**src/rtl/contador_pkg.sv**
```systemverilog
// Shared types and constants for the BCD count sequencer and its digit counters.
package contador_pkg;

  typedef enum logic [1:0] {
    ST_IDLE  = 2'd0,
    ST_RUN   = 2'd1,
    ST_PAUSE = 2'd2,
    ST_DONE  = 2'd3
  } state_t;

  typedef logic [3:0] bcd_t;

  localparam logic [7:0] FREE_RUN = 8'h00;

  // A zero target or a digit the counters can never reach means count forever.
  function automatic logic is_free_run(input logic [7:0] target, input int modulo);
    return (target == FREE_RUN) ||
           (int'(target[3:0]) >= modulo) ||
           (int'(target[7:4]) >= modulo);
  endfunction

endpackage

```
**src/rtl/contador_mod.sv**
```systemverilog
// Single modulo-N digit counter with synchronous clear and a combinational carry.
module contador_mod
  import contador_pkg::*;
#(
  parameter int MODULO = 10
) (
  input  logic       CLK,
  input  logic       RSTn,
  input  logic       CLR,
  input  logic       ENABLE,
  output logic [3:0] OUTPUT,
  output logic       CARRY
);

  bcd_t count;

  assign CARRY  = ENABLE && (count == 4'(MODULO - 1));
  assign OUTPUT = count;

  always_ff @(posedge CLK or negedge RSTn) begin
    if (!RSTn) begin
      count <= '0;
    end else if (CLR) begin
      count <= '0;
    end else if (ENABLE) begin
      count <= CARRY ? '0 : bcd_t'(count + 4'd1);
    end
  end

endmodule

```
**src/rtl/secuenciador_contador.sv**
```systemverilog
// Two-digit BCD count sequencer: prescaled ticks advance the digits until a latched
// target is reached, with start/pause/clear control.
//
//   state    | meaning
//   ---------+-----------------------------------------------------------
//   ST_IDLE  | digits and prescaler held at zero, waiting for START
//   ST_RUN   | prescaler counting; each tick advances the digits
//   ST_PAUSE | digits and prescaler frozen, START resumes mid-period
//   ST_DONE  | target reached, digits frozen until CLEAR
module secuenciador_contador
  import contador_pkg::*;
#(
  parameter int PRESCALER = 50,
  parameter int MODULO    = 10
) (
  input  logic       CLK,
  input  logic       RSTn,
  input  logic       START,
  input  logic       STOP,
  input  logic       CLEAR,
  input  logic [7:0] TARGET,
  output logic [3:0] UNITS,
  output logic [3:0] TENS,
  output logic       RUNNING,
  output logic       DONE
);

  localparam int PW = (PRESCALER > 2) ? $clog2(PRESCALER) : 1;
  localparam logic [PW-1:0] PRESC_LAST = PW'(PRESCALER - 1);

  state_t        state, state_n;
  logic [PW-1:0] presc, presc_n;
  logic [7:0]    target_q, target_n;
  logic          tick;
  logic          clr_digits;
  logic          units_carry, tens_carry;
  bcd_t          units_post, tens_post;

  contador_mod #(.MODULO(MODULO)) u_units (
    .CLK    (CLK),
    .RSTn   (RSTn),
    .CLR    (clr_digits),
    .ENABLE (tick),
    .OUTPUT (UNITS),
    .CARRY  (units_carry)
  );

  contador_mod #(.MODULO(MODULO)) u_tens (
    .CLK    (CLK),
    .RSTn   (RSTn),
    .CLR    (clr_digits),
    .ENABLE (units_carry),
    .OUTPUT (TENS),
    .CARRY  (tens_carry)
  );

  // Digit values that the counters will hold after this edge if a tick fires.
  always_comb begin
    units_post = units_carry ? '0 : bcd_t'(UNITS + 4'd1);
    if (tens_carry) begin
      tens_post = '0;
    end else if (units_carry) begin
      tens_post = bcd_t'(TENS + 4'd1);
    end else begin
      tens_post = TENS;
    end
  end

  always_ff @(posedge CLK or negedge RSTn) begin
    if (!RSTn) begin
      state    <= ST_IDLE;
      presc    <= '0;
      target_q <= '0;
    end else begin
      state    <= state_n;
      presc    <= presc_n;
      target_q <= target_n;
    end
  end

  always_comb begin
    state_n    = state;
    presc_n    = presc;
    target_n   = target_q;
    tick       = 1'b0;
    clr_digits = CLEAR || (state == ST_IDLE);

    case (state)
      ST_IDLE: begin
        presc_n = '0;
        if (!CLEAR && !STOP && START) begin
          state_n  = ST_RUN;
          target_n = TARGET;
        end
      end

      ST_RUN: begin
        if (CLEAR) begin
          state_n = ST_IDLE;
          presc_n = '0;
        end else if (STOP) begin
          state_n = ST_PAUSE;
        end else if (presc == PRESC_LAST) begin
          tick    = 1'b1;
          presc_n = '0;
          if (!is_free_run(target_q, MODULO) && ({tens_post, units_post} == target_q)) begin
            state_n = ST_DONE;
          end
        end else begin
          presc_n = presc + 1'b1;
        end
      end

      ST_PAUSE: begin
        if (CLEAR) begin
          state_n = ST_IDLE;
          presc_n = '0;
        end else if (!STOP && START) begin
          state_n = ST_RUN;
        end
      end

      ST_DONE: begin
        if (CLEAR) begin
          state_n = ST_IDLE;
          presc_n = '0;
        end
      end

      default: begin
        state_n = ST_IDLE;
        presc_n = '0;
      end
    endcase
  end

  assign RUNNING = (state == ST_RUN);
  assign DONE    = (state == ST_DONE);

endmodule

```
**config.mk**
```make
export PLATFORM = sky130hd
export DESIGN_NAME = secuenciador_contador
export DESIGN_NICKNAME = d
export VERILOG_FILES = /design/src/rtl/contador_pkg.sv /design/src/rtl/contador_mod.sv /design/src/rtl/secuenciador_contador.sv
export SDC_FILE = /design/constraint.sdc
export NUM_CORES = 1
export LEC_CHECK = 0
export ABC_AREA = 1
export CAP_MARGIN = 10
export CORE_ASPECT_RATIO = 1.5
export CORE_MARGIN = 2
export CORE_UTILIZATION = 59
export CTS_CLUSTER_DIAMETER = 150
export CTS_CLUSTER_SIZE = 30
export DETAILED_ROUTE_END_ITERATION = 10
export PLACE_DENSITY = 0.85
export REMOVE_ABC_BUFFERS = 1
export SLEW_MARGIN = 20
export SYNTH_ARGS = -nofsm -noshare
export SYNTH_HDL_FRONTEND = slang
export SYNTH_HIERARCHICAL = 1
export SYNTH_SLANG_ARGS = --single-unit
```
**constraint.sdc**
```tcl
create_clock -name CLK -period 4.4 [get_ports CLK]
set_input_delay 0.88 -clock CLK [delete_from_list [all_inputs] [get_ports CLK]]
set_output_delay 0.88 -clock CLK [all_outputs]
set_load 0.05 [all_outputs]
```
==> out/qor.yml, run 1 <==
route:
  drt_wl_total_um: 3503
  ant_nets: 0
  wl_per_cell_um: 11.23
  drtIter0Drc: 60
  drcViolationCount: 0
  firstDrtPassIters: 4
  via_per_inst: 5.266
  vias: 1643
floorplan:
  die_area_um2: 3316
  row_count: 23
  coreArea_um2: 2705
  io_pins: 23
  initial_core_util: 0.6244
  die_h_um: 69.53
  dieWidth_um: 47.69
synth:
  syn_area_um2: 1689
  synth.area.top_cells: "dfrtp_1, nand2_1, inv_1, nor2_1, ha_1"
  synth.yosys.seq_area_share: 0.3556
  ys_seq_elements: 24
  synth_top_area_frac: 0.3556
  syn_avg_cell_area_um2: 6.730
  ys_types: 26
  yosys.area.top_type: "dfrtp_1"
  yosys_warnings: 6
  synth_cells: 251
clocking:
  numCtsBuffers: 3
  clockBufferDepth: 2
  clock_latency_ns: 0.27
  cts_hold_buf: 0
  htreeDepth: 1
  cts.sinks: 24
  cts_setup_buffers: 0
  root_buffer: "clkbuf_8"
  cts_tree: "done"
  clkTransAtPathRegs_ns: 0.09
  post_cts_resized: 0
setup_path:
  crit_path_top_delay_cell: "clkdlybuf4s50_1"
  startpoint: "CLEAR"
  cp_common_cell: "nand2_1"
  slowest_delay_ns: 0.48
  required_ns: 4.56
  worstSetupEndpointType: "flip-flop"
  critPathBufInv: 3
  cp-start-kind: "input pin"
  crit_family: "simple AND/OR/NAND/NOR gates"
  r2r-start: "presc[1]$_DFFE_PN0P_"
  worstPathArrival_ns: 3.51
  cp_max_fo: 11
  crit_type: "input pin to flip-flop"
  path_cells: "clkdlybuf4s50_1 > inv_1 > nand2_1 > nor3_1 > nand2_2 > nor2_4 > nand2_2 > nor2_4 > inv_1 > nand4_1 > nand2_1 > nor2_1 > nand2_1 > nor2_1 > nand2_1 > nand2_1 > nand2_1 > nand2_1 > nand2_1"
timing:
  drv_slew: 0
  fmax_mhz: 298.7
  period_minus_slack_ns: 3.348
  hold_viol_final: 0
  tns_ns: 0
  finClkSkew_ns: 0.005412
  setup_viol: 0
  period_share: 0.7610
  rsz0062_at_grt: "false"
  tightest_slew_ns: 0.5840
  slew_headroom: 0.6066
global_routing:
  grt_util_all_layers: 0.2359
  antenna_found_initial: 0
  grt_first_pass_wirelength_um: 5975
  grt_max_degree: 25
  grt_pass1_vias: 1473
  grt_overflow: 0
final_layout:
  fill_cells: 232
  final_cells: 312
  syn_to_final_growth_pct: 18.15
  drive_gt1_frac: 0.07273
  multiInputGateArea_um2: 917.1
  regArea_um2: 600.6
  diodes: 0
  nNetsFinal: 297
  finalInstanceArea_um2: 1996
power:
  clkPwrFrac: 0.195
  pwr-share-seq: 0.418
  peakVddDrop_mv: 0.3102
  switching_power_w: 0.0003186
  power_leakage_nw: 0.9733
  p_sw_frac: 0.4092
  combPwrFrac: 0.387
  powerDensity_nw_per_um2: 390.2
  p_int_w: 0.0004600
place:
  gp_congestion: 0.8968
  post_dp_cell_area_um2: 1946
  place_inst: 308
  placement.io_buffers: 22
  place_hpwl_um: 2682
min_path:
  hold_path_startpoint: "presc[5]$_DFFE_PN0P_"
  hp-class: "flip-flop to flip-flop"
run:
  max_cap_violations: 0
run_status:
  status: "finished clean"
[layout make-up]
| class | count | area share |
|---|---|---|
| Sequential cell | 24 | 0.3009 |
| Tap cell | 37 | 0.02320 |
| Timing Repair Buffer | 22 | 0.1078 |
| Clock buffer | 4 | 0.02759 |
| Multi-Input combinational cell | 182 | 0.4596 |
| Inverter | 43 | 0.08088 |
[path summary, 6_finish.rpt]
kind                                   endpoint  slack [ns]  cells past startpoint
max in group asynchronous  state[0]$_DFFE_PN0P_        3.44                      1
max                        state[1]$_DFFE_PN0P_        1.05                     19
min reg2reg                presc[5]$_DFFE_PN0P_        0.55                      2
min                        presc[5]$_DFFE_PN0P_        0.55                      2
max reg2reg                state[1]$_DFFE_PN0P_        1.61                     19
min in group asynchronous  presc[4]$_DFFE_PN0P_        0.58                      1
[flip-flops by register name (all words and copies together), names as in the netlist]
signal	count
state	2
presc	6
target_q	8
u_tens/OUTPUT	4
u_units/OUTPUT	4
[routing by layer]
layer	vias to the layer above	wire length, um	track usage
li1	840	-	-
met1	752	1450	0.2831
met2	39	1879	0.4133
met3	12	113	0.03125
met4	0	59	0.06306
met5	-	0	0
[cells in the final DEF, fill, tap and decap left out, types with 2 or more instances in the layout]
cell type	n
nand2_1	68
inv_2	2
nand4_1	12
o21ai_1	2
nor2_4	4
and3_1	2
nor3_1	3
nor2_2	3
nand3_1	12
a21oi_1	15
nand2_2	4
inv_1	41
clkdlybuf4s50_1	21
o21ai_0	5
dfrtp_1	24
ha_1	8
nor2_1	36
clkbuf_8	4
[power groups by stage]
stage / Sequential [W] / Clock [W] / Combinational, W
2_1_floorplan: 0.000316 / 0 / 0.000222
3_3_place_gp: 0.000327 / 0 / 0.000296
3_5_place_dp: 0.000328 / 0 / 0.000301
4_1_cts: 0.000324 / 0.000154 / 0.000302
5_1_grt: 0.000332 / 0.000166 / 0.000342
6_report: 0.000325 / 0.000152 / 0.000301
[kinds of logic (layout without fill, tap and decap cells)]
family	count (synthesis)	count (layout)	synth area share
compound gates	27	27	0.08815
buf+inv	45	69	0.1015
simple gates	146	146	0.3904
xor+xnor	1	1	0.005186
flops	24	24	0.3556
fa+ha+maj	8	8	0.05926
[per-stage QoR]
stage | util | setup WS (ns) | hold slack (ns) | power [W]
final | 0.7377 | 1.052 | 0.5517 | 0.0007786
after global routing | 0.7377 | 0.7007 | 0.5996 | 0.0008405
after CTS | 0.7396 | 1.076 | 0.5543 | 0.0007804
after detailed placement | 0.7192 | 0.7940 | 0.5305 | 0.0006290
after global placement | 0.7192 | 0.8921 | 0.5314 | 0.0006230
after floorplan | - | 1.460 | 0.5049 | 0.0005381
[worst reg2reg max path: stages, from the launching register on]
cell	delay, ns
dfrtp_1	0.40
inv_1	0.08
ha_1	0.16
nand4_1	0.17
nor3_1	0.39
nand2_2	0.14
nor2_4	0.31
nand2_2	0.12
nor2_4	0.12
inv_1	0.13
nand4_1	0.12
nand2_1	0.06
nor2_1	0.09
nand2_1	0.05
nor2_1	0.08
nand2_1	0.06
nand2_1	0.07
nand2_1	0.05
nand2_1	0.07
nand2_1	0.05
[synthesized netlist by cell type]
library cell	n
nand2_1	68
inv_1	41
nor2_1	36
dfrtp_1	24
a21oi_1	15
nand3_1	12
nand4_1	12
ha_1	8
o21ai_0	5
nand2_2	4
nor2_4	4
nor2_2	3
nor3_1	3
and3_1	2
inv_2	2
o21ai_1	2
a21oi_2	1
a221oi_1	1
buf_2	1
clkbuf_2	1
nand2_4	1
nor4_1	1
o21a_1	1
o21bai_1	1
o22ai_1	1
xor2_1	1
Power figures use the tool's default switching activity.
==> run 2, diff against run 1 <==
--- a/config.mk
+++ b/config.mk
@@ -9,11 +9,11 @@
 export CAP_MARGIN = 10
 export CORE_ASPECT_RATIO = 1.5
 export CORE_MARGIN = 2
-export CORE_UTILIZATION = 59
+export CORE_UTILIZATION = 49
 export CTS_CLUSTER_DIAMETER = 150
 export CTS_CLUSTER_SIZE = 30
 export DETAILED_ROUTE_END_ITERATION = 10
-export PLACE_DENSITY = 0.85
+export PLACE_DENSITY = 0.75
 export REMOVE_ABC_BUFFERS = 1
 export SLEW_MARGIN = 20
 export SYNTH_ARGS = -nofsm -noshare
==> constraint.sdc (replaced) <==
create_clock -name CLK -period 2.75 [get_ports CLK]
set_input_delay 0.55 -clock CLK [delete_from_list [all_inputs] [get_ports CLK]]
set_output_delay 0.55 -clock CLK [all_outputs]
set_load 0.05 [all_outputs]
==> run 2 against run 1 <==
Effect of this change: sequential share of layout area decreased by 1.4 points; critical path type unchanged; final area grew 4.8%; largest power group unchanged; clock-buffer cell count is the same; worst hold slack better by 0.011 ns; via count down 1.9%; register-to-register slack got worse by 1.3 ns; wire length grew 2.8%; sequential power increased by 61%; non-clock buffer count rose by 9; clock power up 65%; flip-flop and latch count is the same; global-route usage is 2.7 points lower.
==> out/qor.yml, run 2 (synthesis gave the netlist of run 1 again) <==
floorplan:
  die_area_um2: 3943
  initial_core_util: 0.5041
  io_pins: 23
  coreArea_um2: 3351
  dieWidth_um: 51.94
  die_h_um: 75.91
  row_count: 26
clocking:
  clkTransAtPathRegs_ns: 0.09
  numCtsBuffers: 3
  htreeDepth: 1
  cts_setup_buffers: 0
  root_buffer: "clkbuf_8"
  clock_latency_ns: 0.27
  clockBufferDepth: 2
  cts_tree: "done"
  post_cts_resized: 0
  cts_hold_buf: 0
  cts.sinks: 24
route:
  vias: 1611
  drcViolationCount: 0
  wl_per_cell_um: 11.05
  firstDrtPassIters: 4
  ant_nets: 0
  via_per_inst: 4.942
  drtIter0Drc: 18
  drt_wl_total_um: 3601
timing:
  hold_viol_final: 0
  setup_viol: 0
  period_share: 0.9238
  rsz0062_at_grt: "false"
  slew_headroom: 0.5713
  drv_slew: 0
  tightest_slew_ns: 0.6363
  finClkSkew_ns: 0.001410
  fmax_mhz: 393.6
  tns_ns: 0
  period_minus_slack_ns: 2.540
global_routing:
  grt_pass1_vias: 1577
  grt_util_all_layers: 0.2091
  grt_max_degree: 25
  grt_overflow: 0
  antenna_found_initial: 0
  grt_first_pass_wirelength_um: 6458
place:
  post_dp_cell_area_um2: 2032
  place_hpwl_um: 2769
  placement.io_buffers: 22
  gp_congestion: 0.8312
  place_inst: 322
power:
  power_leakage_nw: 1.023
  power_w: 0.001263
  peakVddDrop_mv: 0.6031
  powerDensity_nw_per_um2: 603.5
final_layout:
  final_cells: 326
  largest_register: "target_q"
  post-route-util: 0.6243
  layout_common_cells: "nand2_1, inv_1, nor2_1"
  multiInputGateArea_um2: 922.1
  drive_gt1_frac: 0.1056
  syn_to_final_growth_pct: 23.85
  nNetsFinal: 306
  final_common_cell: "nand2_1"
  diodes: 0
  finalInstanceArea_um2: 2092
  largestRegisters: "target_q (8), presc (6)"
  fill_cells: 298
  largest_reg_flops: 8
  regArea_um2: 600.6
setup_path:
  startpoint: "CLEAR"
  required_ns: 2.92
  cp-start-kind: "input pin"
  worstPathArrival_ns: 2.72
  r2r-start: "presc[1]$_DFFE_PN0P_"
  worstSetupEndpointType: "flip-flop"
  cp_max_fo: 8
  crit_type: "input pin to flip-flop"
min_path:
  hp-class: "flip-flop to flip-flop"
  hold_path_startpoint: "target_q[0]$_DFFE_PN0P_"
run:
  max_cap_violations: 0
run_status:
  status: "finished clean"
## run 2: area by class of cell
type,count,share of cell area
Sequential cell,24,0.2871
Timing Repair Buffer,31,0.1435
Tap cell,42,0.02512
Inverter,43,0.07715
Multi-Input combinational cell,182,0.4408
Clock buffer,4,0.02632
## run 2: final timing paths
| check | to | slack (ns) | cells past startpoint |
|---|---|---|---|
| worst max-delay path | state[1]$_DFFE_PN0P_ | 0.21 | 20 |
| worst min-delay path | target_q[0]$_DFFE_PN0P_ | 0.56 | 2 |
| worst max register to register | state[1]$_DFFE_PN0P_ | 0.31 | 20 |
| worst min register to register | target_q[0]$_DFFE_PN0P_ | 0.56 | 2 |
| max in group asynchronous | target_q[3]$_DFFE_PN0P_ | 1.88 | 2 |
| min in group asynchronous | presc[4]$_DFFE_PN0P_ | 0.62 | 2 |
## run 2: worst max-delay path: stages
cell,delay (ns)
clkdlybuf4s50_1,0.41
inv_1,0.11
nand2_1,0.10
nor3_2,0.17
buf_4,0.15
nand2_2,0.06
nor2_4,0.16
nand2_2,0.09
nor2_4,0.12
inv_2,0.09
nand4_1,0.09
nand2_1,0.06
nor2_1,0.12
nand2_1,0.07
nor2_1,0.08
nand2_1,0.05
nand2_1,0.07
nand2_1,0.05
nand2_1,0.06
nand2_1,0.04
## run 2: routing by layer
layer / wire [um] / global-route usage / up-vias
li1: - / - / 858
met3: 72 / 0.02559 / 7
met2: 1954 / 0.3747 / 23
met4: 71 / 0.09211 / 0
met1: 1502 / 0.2351 / 723
met5: 0 / 0 / -
## run 2: per-stage QoR
stage,setup slack (ns),hold WS [ns]
after floorplan,-0.1896,0.2544
after global placement,-0.07515,0.5407
after detailed placement,-0.1265,0.5511
after CTS,0.1225,0.5643
after global routing,0.01231,0.5835
final,0.2095,0.5632
## run 2: report_power, final
group          switching, W  internal (W)  total (W)
Sequential        0.0000847      0.000437   0.000522
Clock              0.000123      0.000128   0.000251
Combinational      0.000310      0.000180   0.000490
Total              0.000518      0.000745    0.00126
